`config.mk`:
```
export PLATFORM = sky130hd
export DESIGN_NAME = wb_arbiter
export DESIGN_NICKNAME = d
export VERILOG_FILES = /design/src/rtl/ooo_pkg.sv /design/src/rtl/rr_arbiter.sv /design/src/rtl/wb_arbiter.sv
export SDC_FILE = /design/constraint.sdc
export NUM_CORES = 1
export LEC_CHECK = 0
export CORE_MARGIN = 2
export CORE_UTILIZATION = 45
export CTS_BUF_LIST = sky130_fd_sc_hd__clkbuf_8 sky130_fd_sc_hd__clkbuf_16
export DETAILED_ROUTE_END_ITERATION = 7
export PLACE_DENSITY = 0.79
export SKIP_CTS_REPAIR_TIMING = 1
export SLEW_MARGIN = 40
export SYNTH_ARGS = -nofsm -noshare
export SYNTH_HDL_FRONTEND = slang
export SYNTH_HIERARCHICAL = 1
export SYNTH_SLANG_ARGS = --single-unit
export TNS_END_PERCENT = 50
```
`constraint.sdc`:
```
create_clock -name clk -period 6.7 [get_ports clk]
set_clock_uncertainty 0.15 [all_clocks]
set_input_delay 1.34 -clock clk [delete_from_list [all_inputs] [get_ports clk]]
set_output_delay 1.34 -clock clk [all_outputs]
set_load 0.01 [all_outputs]
```
`src/rtl/ooo_pkg.sv`:
```
// Shared out-of-order core types: FU count/select codes, write-back packet, ROB age helper.
package ooo_pkg;

    localparam int unsigned NUM_FU    = 5;
    localparam int unsigned DATA_W    = 32;
    localparam int unsigned ROB_IDX_W = 3;
    localparam int unsigned FU_SEL_W  = 3;

    // FU select encodings; the value is the requester index on the write-back arbiter
    typedef enum logic [FU_SEL_W-1:0] {
        FU_ALU = 3'd0,
        FU_MUL = 3'd1,
        FU_DIV = 3'd2,
        FU_LSU = 3'd3,
        FU_BR  = 3'd4
    } fu_sel_e;

    typedef struct packed {
        logic [DATA_W-1:0]    data;
        logic [ROB_IDX_W-1:0] rob_idx;
    } wb_pkt_t;

    // Distance of a ROB entry from the head; subtraction wraps modulo ROB depth
    function automatic logic [ROB_IDX_W-1:0] rob_age(input logic [ROB_IDX_W-1:0] idx,
                                                     input logic [ROB_IDX_W-1:0] head);
        return idx - head;
    endfunction

endpackage

```
`src/rtl/rr_arbiter.sv`:
```
// Combinational round-robin arbiter: first requester at or after ptr wins.
module rr_arbiter #(
    parameter int unsigned N = 5,
    parameter int unsigned W = 3
) (
    input  logic [N-1:0] req,
    input  logic [W-1:0] ptr,
    output logic [N-1:0] grant,
    output logic [W-1:0] grant_idx
);

    logic              w_found;
    int unsigned       w_sum;
    logic [W-1:0]      w_pos;

    // Scan requesters from ptr upward, wrapping modulo N; lock onto the first hit
    always_comb begin
        grant     = '0;
        grant_idx = '0;
        w_found   = 1'b0;
        w_sum     = 0;
        w_pos     = '0;
        for (int unsigned k = 0; k < N; k++) begin
            w_sum = int'(ptr) + k;
            if (w_sum >= N) begin
                w_sum = w_sum - N;
            end
            w_pos = W'(w_sum);
            if (!w_found && req[w_pos]) begin
                w_found      = 1'b1;
                grant[w_pos] = 1'b1;
                grant_idx    = w_pos;
            end
        end
    end

endmodule

```
`src/rtl/wb_arbiter.sv`:
```
// Write-back arbiter: one holding buffer per FU, round-robin grant onto the single
// registered ROB write-back port, with mispredict squash of younger results.
module wb_arbiter #(
    parameter int unsigned NUM_FU    = ooo_pkg::NUM_FU,
    parameter int unsigned DATA_W    = ooo_pkg::DATA_W,
    parameter int unsigned ROB_IDX_W = ooo_pkg::ROB_IDX_W
) (
    input  logic                                 clk,
    input  logic                                 rst,
    input  logic [NUM_FU-1:0]                    fu_wb_valid,
    input  logic [NUM_FU-1:0][DATA_W-1:0]        fu_wb_data,
    input  logic [NUM_FU-1:0][ROB_IDX_W-1:0]     fu_wb_rob_idx,
    output logic [NUM_FU-1:0]                    fu_wb_ready,
    input  logic [ROB_IDX_W-1:0]                 rob_head,
    input  logic                                 mispredict,
    input  logic [ROB_IDX_W-1:0]                 mis_rob_idx,
    output logic                                 WB_valid,
    output logic [DATA_W-1:0]                    WB_data,
    output logic [ROB_IDX_W-1:0]                 WB_rob_idx,
    output logic [2:0]                           grant_fu
);

    import ooo_pkg::*;

    wb_pkt_t                r_buf [NUM_FU];
    logic [NUM_FU-1:0]      r_buf_valid;
    logic [FU_SEL_W-1:0]    r_rr_ptr;
    logic                   r_wb_valid;
    wb_pkt_t                r_wb_pkt;
    logic [FU_SEL_W-1:0]    r_grant_fu;

    logic [NUM_FU-1:0]      w_kill;
    logic [NUM_FU-1:0]      w_in_kill;
    logic [NUM_FU-1:0]      w_req;
    logic [NUM_FU-1:0]      w_grant;
    logic [FU_SEL_W-1:0]    w_grant_idx;
    logic [ROB_IDX_W-1:0]   w_mis_age;
    wb_pkt_t                w_sel_pkt;

    assign w_mis_age = rob_age(mis_rob_idx, rob_head);

    // Squash decision for both buffered and incoming results: strictly younger than the branch
    always_comb begin
        w_kill    = '0;
        w_in_kill = '0;
        for (int unsigned i = 0; i < NUM_FU; i++) begin
            w_kill[i]    = mispredict && (rob_age(r_buf[i].rob_idx, rob_head) > w_mis_age);
            w_in_kill[i] = mispredict && (rob_age(fu_wb_rob_idx[i], rob_head) > w_mis_age);
        end
    end

    assign w_req = r_buf_valid & ~w_kill;

    rr_arbiter #(
        .N (NUM_FU),
        .W (FU_SEL_W)
    ) u_rr (
        .req       (w_req),
        .ptr       (r_rr_ptr),
        .grant     (w_grant),
        .grant_idx (w_grant_idx)
    );

    // Ready depends only on buffer state and grant, never on fu_wb_valid
    assign fu_wb_ready = {NUM_FU{rst}} & (~r_buf_valid | w_grant);
    assign w_sel_pkt   = r_buf[w_grant_idx];

    // Per-FU holding buffers: capture replaces a granted entry; a young capture is dropped
    always_ff @(posedge clk or negedge rst) begin
        if (!rst) begin
            r_buf_valid <= '0;
            for (int unsigned i = 0; i < NUM_FU; i++) begin
                r_buf[i] <= '0;
            end
        end else begin
            for (int unsigned i = 0; i < NUM_FU; i++) begin
                if (fu_wb_valid[i] && fu_wb_ready[i]) begin
                    r_buf_valid[i] <= !w_in_kill[i];
                    r_buf[i]       <= '{data: fu_wb_data[i], rob_idx: fu_wb_rob_idx[i]};
                end else if (w_grant[i] || w_kill[i]) begin
                    r_buf_valid[i] <= 1'b0;
                end
            end
        end
    end

    // Round-robin pointer moves past the winner; holds when nothing is granted
    always_ff @(posedge clk or negedge rst) begin
        if (!rst) begin
            r_rr_ptr <= '0;
        end else if (|w_grant) begin
            r_rr_ptr <= (w_grant_idx == FU_SEL_W'(NUM_FU - 1)) ? '0 : w_grant_idx + 1'b1;
        end
    end

    // Registered write-back port; payload zeroed on idle cycles
    always_ff @(posedge clk or negedge rst) begin
        if (!rst) begin
            r_wb_valid <= 1'b0;
            r_wb_pkt   <= '0;
            r_grant_fu <= '0;
        end else begin
            r_wb_valid <= |w_grant;
            if (|w_grant) begin
                r_wb_pkt   <= w_sel_pkt;
                r_grant_fu <= w_grant_idx;
            end else begin
                r_wb_pkt   <= '0;
                r_grant_fu <= '0;
            end
        end
    end

    assign WB_valid   = r_wb_valid;
    assign WB_data    = r_wb_pkt.data;
    assign WB_rob_idx = r_wb_pkt.rob_idx;
    assign grant_fu   = r_grant_fu;

endmodule

```
==> impl_metrics.yaml, run 1 <==
floorplan:
  io_pins: 233
  dieHeight_um: 166
  die-area_um2: 27600
  die_x_um: 166
  rows: 59
  start_util_pct: 45.6
  coreArea_um2: 26000
sta:
  rsz0062_at_grt: "yes"
  drv_slew: 0
  fin_crit_sh_pct: 102
  setup_viol: 4
  fin_ws_ns: -0.121
  fmax_mhz: 147
  period_minus_slack_ns: 6.82
  worst_pin_slew_ns: 1.01
  relSlewSlack_pct: 32.1
  hold_violations: 0
setup_path:
  crit_type: "in2out"
  cp_max_fo: 6
  crit_required_ns: 5.21
  cp.arrival_ns: 5.33
  crit_path_start_kind: "input pin"
  setup.worst_path.end_class: "primary output"
placed_design:
  place_inst: 1510
  io_buffers: 232
  place_area_um2: 15200
  finalWeightedCongestion: 0.976
  hpwl_um: 24400
logic_synthesis:
  synth.distinct_cells: 66
  synthTopCellsByArea: "dfrtp_1 47%, mux2_2 13%, mux4_2 6.8%, ha_1 4.4%, mux2_1 3.1%"
  synth_cells: 899
  synth_compound_area_share_pct: 7.47
  synth_mux_area_share_pct: 24.4
  synth_most_common_cell: "dfrtp_1"
  synth_top_family_by_area: "multiplexers"
  synth_xor_area_share_pct: 3.17
  synth-edff-count: 0
  netlist_area_um2: 11800
  synthAdderAreaFrac_pct: 6.46
  ys_ff_latch: 222
  synth.yosys.seq_area_share_pct: 46.9
  synth_top_area_cell: "dfrtp_1"
  netlist.area_leader.share_pct: 46.9
  synth_flop_cell: "dfrtp_1"
  synth.avg_cell_area_um2: 13.2
  synth_nets: 1142
  yosys.area_share.simple_pct: 7.54
  yosys-top-cells-count: "222 x dfrtp_1, 139 x mux2_2, 56 x nor2_1"
  ys_warn_count: 6
  synthArstFlopShare_pct: 100
grt:
  antenna_found_initial: 2
  grt_pass1_wl_um: 51700
  grt_pass1_vias: 9236
  grt_max_degree: 83
  grt_use_total_pct: 23.7
  grt-ovfl-total: 0
final_layout:
  multiInputGateArea_um2: 6170
  finalNonFillerCells: 1582
  seq_area_um2: 5560
  fin_area_um2: 16600
  layout.nets: 1472
  final_core_util_pct: 64.0
  syn_to_final_growth_pct: 40.3
  fillCellCount: 1986
  drive_gt1_share_pct: 33.2
detailed_routing:
  viasPerCell: 5.55
  totalWireLength_um: 33900
  routedWlPerCell_um: 21.4
  postRouteAntennaNets: 0
  drt_first_pass_iters: 5
  drc_errors: 0
  drt_iter0_drc: 579
  vias: 8778
clocking:
  clock_sinks: 222
  clk_pin_slew_worst_paths_ns: 0.06
  cts_max_level: 1
  cts_tree: "built"
  clk-insertion-delay-late_ns: 0.53
  cts-root-buf: "clkbuf_16"
  cts_buffer_depth: 3
  cts_made_buffers: 25
outcome:
  violations: "negative setup slack"
  status: "finished, violations left"
min_path:
  worstHoldPathType: "reg2reg"
run:
  max-cap-violations: 0
## cells in the final DEF, fill, tap and decap left out, drive strengths merged, types with 6 or more instances in the layout
| cell | count |
|---|---|
| dfrtp | 222 |
| clkdlybuf4s50 | 221 |
| mux2 | 175 |
| buf | 123 |
| nor2 | 57 |
| ha | 42 |
| inv | 40 |
| a22oi | 37 |
| mux4 | 36 |
| clkbuf | 33 |
| xnor2 | 31 |
| nand3 | 25 |
| o21ai | 19 |
| nand2 | 18 |
| nor3b | 13 |
| nor2b | 13 |
| fa | 12 |
| xor2 | 11 |
| nand2b | 11 |
| o211a | 10 |
| mux2i | 10 |
| and2 | 8 |
| o22ai | 7 |
| nor3 | 6 |
| a21oi | 6 |
## worst paths after layout
| path | from | end | slack (ns) | depth (start not counted) |
|---|---|---|---|---|
| min | r_buf[52] | r_buf[52] | 0.33 | 1 |
| max | mis_rob_idx[0] | fu_wb_ready[1] | -0.12 | 25 |
| min in group asynchronous | rst | WB_data[8] | 0.62 | 1 |
| min reg2reg | r_buf[52] | r_buf[52] | 0.33 | 1 |
| max in group asynchronous | rst | r_buf[165] | 4.60 | 2 |
| max reg2reg | r_buf[140] | WB_data[8] | 1.18 | 24 |
## cells by family (layout without fill, tap and decap cells)
| family | count (synthesis) | count (layout) |
|---|---|---|
| xor gates and xnor gates | 42 | 42 |
| AOI/OAI and AO/OA | 115 | 115 |
| buffers and inverters | 82 | 428 |
| and+or+nand+nor | 163 | 163 |
| DFF | 222 | 222 |
| adders and majority gates | 54 | 54 |
| muxes | 221 | 221 |
| other | 0 | 2 |
## metrics by stage
stage	setup TNS, ns	setup slack (ns)	hold slack, ns
floorplan	0	0.0180	0.309
global placement	-9.89	-0.951	0.319
detailed placement	-13.85	-1.04	0.328
CTS	-4.98	-1.06	0.340
global route	-1.18	-0.291	0.350
finish	-0.289	-0.121	0.334
## routing by layer
metal | up-vias | routed length (um) | GRT usage [%]
met1 | 4475 | 13800 | 30.5
met2 | 290 | 16900 | 40.3
met3 | 75 | 1920 | 4.19
met5 | - | 0 | 0
met4 | 0 | 1200 | 8.88
li1 | 3938 | - | -
## critical path, cell delays in order
cell	delay (ns)
clkbuf_2	0.10
inv_2	0.08
ha_4	0.14
inv_2	0.04
fa_2	0.56
inv_2	0.06
buf_6	0.13
buf_6	0.11
ha_4	0.26
o21ai_2	0.05
nor2_1	0.10
o211a_1	0.19
nor2b_2	0.06
and2_1	0.14
o21ai_1	0.16
a31oi_2	0.12
a211o_1	0.31
buf_6	0.15
nor4b_4	0.35
buf_4	0.19
a311oi_4	0.09
o311ai_4	0.13
nand2b_4	0.20
and2_4	0.16
buf_6	0.10
## flip-flops by register name, indices dropped and copies added, names as in the netlist
| signal | cells |
|---|---|
| r_buf | 175 |
| WB_data | 32 |
| r_buf_valid | 5 |
| WB_rob_idx | 3 |
| grant_fu | 3 |
| r_rr_ptr | 3 |
| WB_valid | 1 |
## cell type report
type	instances	share of cell area, %
Multi-Input combinational cell	595	37.1
Clock buffer	31	4.26
Sequential cell	222	33.4
Tap cell	335	2.52
Clock inverter	12	0.730
Inverter	36	0.828
Antenna cell	2	0.0301
Timing Repair Buffer	349	21.1
Power of run 1 is left out: the tool's default activity adds up to more than one toggle a clock period on the data nets, which glitch-free logic cannot reach.
==> run 2, diff against run 1 <==
--- a/config.mk
+++ b/config.mk
@@ -14,6 +14,5 @@
 export SLEW_MARGIN = 40
 export SYNTH_ARGS = -nofsm -noshare
 export SYNTH_HDL_FRONTEND = slang
-export SYNTH_HIERARCHICAL = 1
 export SYNTH_SLANG_ARGS = --single-unit
 export TNS_END_PERCENT = 50
==> run 2 against run 1 <==
Net effect:
- the flow now finishes without violations
- sequential share of layout area is 0.63 points higher
- first-iteration DRC count is 22% lower
- clock-buffer cell count is 2 lower
- worst setup slack better by 0.19 ns
- cell count is 0.76% higher
- critical path type unchanged
- critical path depth is 6 lower
- die area is 0.46% higher
- synthesized cell count is 4.3% higher
- maximum frequency is 2.9% higher
- critical endpoint is now fu_wb_ready[0]
==> impl_metrics.yaml, run 2 <==
sta:
  period_minus_slack_ns: 6.63
  drv_slew: 0
  fin_crit_sh_pct: 98.9
  relSlewSlack_pct: 45.8
  hold_violations: 0
  worst_pin_slew_ns: 0.813
  setup_viol: 0
  fmax_mhz: 151
min_path:
  min_to: "WB_data[4]"
  min_from: "r_buf[7]"
  whs_path_depth: 2
  worstHoldPathType: "reg2reg"
floorplan:
  start_util_pct: 45.8
  die_x_um: 167
  io_pins: 233
  rows: 59
  dieHeight_um: 167
  die-area_um2: 27800
  coreArea_um2: 26000
logic_synthesis:
  synthAdderAreaFrac_pct: 7.38
  synth_mux_area_share_pct: 24.7
  synth_top_family_by_area: "multiplexers"
  synth.distinct_cells: 77
  netlist_area_um2: 11900
  synth_xor_area_share_pct: 2.27
  synth_compound_area_share_pct: 9.45
  yosys-top-cells-count: "222 x dfrtp_1, 116 x mux2_2, 88 x mux2i_1"
  synth_nets: 1190
  ys_ff_latch: 222
  synth.yosys.seq_area_share_pct: 46.7
  synth_most_common_cell: "dfrtp_1"
  synthTopCellsByArea: "dfrtp_1 47%, mux2_2 11%, mux2i_1 7.4%, ha_1 5.4%, mux2_4 3.5%"
  ys_warn_count: 0
  synth_cells: 938
  synth_flop_cell: "dfrtp_1"
  synth-edff-count: 0
  synth.avg_cell_area_um2: 12.7
  yosys.area_share.simple_pct: 5.75
  synthArstFlopShare_pct: 100
  netlist.area_leader.share_pct: 46.7
  synth_top_area_cell: "dfrtp_1"
grt:
  grt_pass1_vias: 9498
  grt-ovfl-total: 0
  use_met2_pct: 41.2
  grt_use_total_pct: 24.7
  grt_pass1_wl_um: 53900
  antenna_found_initial: 1
  busiest_layer: "met2"
  gr-usage-met3_pct: 6.70
  grtUsageMet1_pct: 30.7
  grt_max_degree: 71
detailed_routing:
  drt_first_pass_iters: 5
  postRouteAntennaNets: 0
  viasPerCell: 5.59
  vias: 8904
  drc_errors: 0
  routedWlPerCell_um: 22.0
  totalWireLength_um: 35000
  drt_iter0_drc: 449
clocking:
  cts_tree: "built"
  cts_max_level: 1
  cts-root-buf: "clkbuf_16"
  cts_buffer_depth: 3
  clk-insertion-delay-late_ns: 0.54
  cts_made_buffers: 25
  clock_sinks: 222
  clk_pin_slew_worst_paths_ns: 0.06
setup_path:
  critPathBufInv: 8
  crit_path_max_incr_delay_ns: 0.56
  timing.rr.end: "WB_rob_idx[0]"
  r2r_setup_slack_ns: 1.81
  cp_max_fo: 6
  rr_startpoint: "r_buf[140]"
  crit_slowest_cell: "fa_2"
  crit_required_ns: 5.21
  crit_top_cell: "buf_6"
  cp.arrival_ns: 5.14
  path_cells: "clkbuf_2 > inv_2 > ha_2 > inv_2 > fa_2 > clkinvlp_4 > buf_6 > buf_6 > ha_4 > nor2b_4 > nor3_2 > o21ai_2 > buf_6 > a221o_1 > o211a_4 > and4_4 > or4b_4 > and2_4 > buf_6"
  setup.worst_path.end_class: "primary output"
  crit_type: "in2out"
  crit_path_start_kind: "input pin"
  rr_worst_depth: 21
  cpLargestDelayFamily: "simple AND/OR/NAND/NOR gates"
outcome:
  status: "finished, final reports clean"
final_layout:
  diodes: 0
  layout_common_cells: "222 x dfrtp_1, 222 x clkdlybuf4s50_1, 116 x mux2_2"
  layout.nets: 1493
  largest_register_ffs: 175
  syn_to_final_growth_pct: 37.1
  drive_gt1_share_pct: 28.2
  registers.top_by_ff_count: "r_buf"
  finalNonFillerCells: 1594
  final_core_util_pct: 62.8
placed_design:
  io_buffers: 232
  place_inst: 1525
  hpwl_um: 24600
  finalWeightedCongestion: 0.965
run:
  max-cap-violations: 0
[run 2: logic make-up (layout without fill, tap and decap cells)]
| family | count (synthesis) | count (layout) |
|---|---|---|
| AO/OA/AOI/OAI | 143 | 143 |
| AND/OR/NAND/NOR | 132 | 132 |
| XOR/XNOR | 30 | 30 |
| multiplexers | 261 | 261 |
| buffers and inverters | 87 | 408 |
| flip-flops | 222 | 222 |
| adder cells (fa/ha/maj) | 63 | 63 |
[run 2: worst max path at each step]
stage / cells after the start / start / end / slack, ns
after floorplan: 13 / rob_head[1] / fu_wb_ready[0] / 0.07
after global routing: 19 / mis_rob_idx[0] / fu_wb_ready[0] / -0.006
after global placement: 16 / rob_head[0] / fu_wb_ready[0] / -0.79
final: 19 / mis_rob_idx[0] / fu_wb_ready[0] / 0.07
after detailed placement: 16 / rob_head[0] / fu_wb_ready[0] / -0.84
after CTS: 16 / rob_head[0] / fu_wb_ready[0] / -0.87
[run 2: through the flow]
| step | worst slack [ns] | area (um2) | hold WS [ns] | setup TNS (ns) |
|---|---|---|---|---|
| 6_report | 0.0739 | 16300 | 0.329 | 0 |
| 5_1_grt | -0.00627 | 16300 | 0.345 | -0.00627 |
| 4_1_cts | -0.871 | 15800 | 0.332 | -4.12 |
| 3_5_place_dp | -0.843 | 15000 | 0.316 | -3.99 |
| 3_3_place_gp | -0.793 | 15000 | 0.313 | -3.74 |
| 2_1_floorplan | 0.0721 | 11900 | 0.302 | 0 |
[run 2: routing by layer]
layer | routed length [um] | vias up
met3 | 2610 | 82
li1 | - | 4052
met5 | 13 | -
met4 | 1400 | 2
met1 | 14100 | 4467
met2 | 16900 | 301
[run 2: layout make-up]
class	instances	area, um2
Multi-Input combinational cell	629	6240
Fill cell	2043	9670
Clock inverter	16	90.1
Tap cell	335	419
Clock buffer	29	681
Timing Repair Buffer	327	3190
Inverter	36	139
Sequential cell	222	5560
[run 2: tightest hold or removal path, cell delays in order, from the launching register on]
cell and delay (ns):
dfrtp_1 0.34, nand2_1 0.05, o221ai_1 0.06
Power of run 2 is left out for the same reason.
==> run 3, diff against run 2 <==
--- a/config.mk
+++ b/config.mk
@@ -11,7 +11,6 @@
 export DETAILED_ROUTE_END_ITERATION = 7
 export PLACE_DENSITY = 0.79
 export SKIP_CTS_REPAIR_TIMING = 1
-export SLEW_MARGIN = 40
 export SYNTH_ARGS = -nofsm -noshare
 export SYNTH_HDL_FRONTEND = slang
 export SYNTH_SLANG_ARGS = --single-unit
==> run 3 against run 2 <==
Net effect:
- first-iteration DRC count fell by 4.2%
- register-to-register slack got worse by 0.04 ns
- maximum frequency barely moved
- wire length down 0.49%
- cell area rose by 0.42%
- sequential cell count is the same
- non-clock buffer count is 1 lower
- clock-buffer cell count up 3
- worst hold slack worse by 0.0038 ns
- die area stayed put
- critical path type unchanged
- core utilization grew 0.26 points
- critical path depth up 2
==> impl_metrics.yaml, run 3 (synthesized netlist as in run 2, its figures left out) <==
final_layout:
  layout.nets: 1492
  registers.top_by_ff_count: "r_buf"
  syn_to_final_growth_pct: 37.7
  drive_gt1_share_pct: 28.2
  diodes: 0
  final_core_util_pct: 63.1
  largest_register_ffs: 175
  layout_common_cells: "222 x dfrtp_1, 222 x clkdlybuf4s50_1, 116 x mux2_2"
run:
  max-cap-violations: 0
placed_design:
  finalWeightedCongestion: 0.965
  io_buffers: 232
  hpwl_um: 24600
clocking:
  clk_pin_slew_worst_paths_ns: 0.06
  clk-insertion-delay-late_ns: 0.53
  cts_buffer_depth: 3
  cts_tree: "built"
  clock_sinks: 222
  cts_made_buffers: 25
  cts_max_level: 1
  cts-root-buf: "clkbuf_16"
grt:
  grt-ovfl-total: 0
  grtUsageMet1_pct: 31.4
  use_met2_pct: 41.5
  grt_pass1_wl_um: 54200
  busiest_layer: "met2"
  grt_use_total_pct: 24.9
  gr-usage-met3_pct: 6.30
  grt_pass1_vias: 9554
  antenna_found_initial: 0
  grt_max_degree: 71
setup_path:
  crit_type: "in2out"
  crit_required_ns: 5.21
  crit_top_cell: "buf_6"
  cp_max_fo: 6
  cp.arrival_ns: 5.14
  crit_path_max_incr_delay_ns: 0.55
  setup.worst_path.end_class: "primary output"
  crit_slowest_cell: "fa_2"
  crit_path_start_kind: "input pin"
  path_cells: "clkbuf_2 > inv_2 > ha_2 > inv_2 > fa_2 > clkinvlp_4 > buf_6 > buf_6 > ha_4 > nor2b_4 > nor3_2 > o21ai_2 > buf_6 > buf_4 > nor2_1 > o221ai_2 > o211a_4 > and4_4 > or4b_4 > and2_4 > buf_6"
sta:
  fin_crit_sh_pct: 99.0
  drv_slew: 0
  setup_viol: 0
  worst_pin_slew_ns: 0.878
  period_minus_slack_ns: 6.63
  fmax_mhz: 151
  relSlewSlack_pct: 41.5
  hold_violations: 0
detailed_routing:
  drc_errors: 0
  viasPerCell: 5.61
  totalWireLength_um: 34800
  postRouteAntennaNets: 0
  drt_first_pass_iters: 5
  vias: 8927
  routedWlPerCell_um: 21.9
  drt_iter0_drc: 430
floorplan:
  die-area_um2: 27800
  coreArea_um2: 26000
  die_x_um: 167
  io_pins: 233
  rows: 59
  dieHeight_um: 167
  start_util_pct: 45.8
outcome:
  status: "finished, final reports clean"
min_path:
  worstHoldPathType: "reg2reg"
-- run 3: changes by cell type in the layout (fill, tap and decap cells not counted), moves of 2 or more --
cell,before,now
and3_1,1,3
and3_4,2,0
bufinv_16,0,3
clkbuf_8,4,7
clkinv_2,7,4
inv_1,38,33
-- run 3: area by class of cell --
cell class | count | area [um2]
multi-input cells | 629 | 6220
fillers | 1994 | 9600
inverters | 36 | 139
flip-flops and latches | 222 | 5560
repair buffers | 326 | 3180
clock inverters | 11 | 146
well taps | 335 | 419
clock buffers | 32 | 722
-- run 3: worst paths after layout --
kind / from / to / slack, ns / cells past startpoint
max: mis_rob_idx[0] / fu_wb_ready[0] / 0.07 / 21
min: r_buf[26] / WB_data[23] / 0.32 / 2
max reg2reg: r_rr_ptr[2] / WB_data[0] / 1.77 / 14
min reg2reg: r_buf[26] / WB_data[23] / 0.32 / 2
max in group asynchronous: rst / r_buf[110] / 3.96 / 3
min in group asynchronous: rst / r_buf[60] / 0.58 / 1
-- run 3: per-layer routing --
layer | vias to the layer above | wire length, um
li1 | 4060 | -
met4 | 0 | 1410
met2 | 313 | 16800
met3 | 99 | 2350
met1 | 4455 | 14300
met5 | - | 0
-- run 3: metrics by stage --
stage	worst slack (ns)	hold WS [ns]	cells	area, um2	setup TNS, ns
6_report	0.0701	0.325	1591	16400	0
5_1_grt	-0.0446	0.345	1591	16400	-0.0485
4_1_cts	-0.876	0.328	1568	15900	-4.19
3_5_place_dp	-0.858	0.316	1525	15000	-4.10
3_3_place_gp	-0.793	0.313	1525	15000	-3.74
2_1_floorplan	0.0721	0.302	938	11900	0
-- run 3: worst max-delay path, delay by kind of cell --
kind                     cells  cell delay (ns)
AO/OA/AOI/OAI                3             0.47
AND/OR/NAND/NOR              6             1.34
buffers and inverters        9             1.03
adder cells (fa/ha/maj)      3             0.94
Power of run 3 is left out for the same reason.
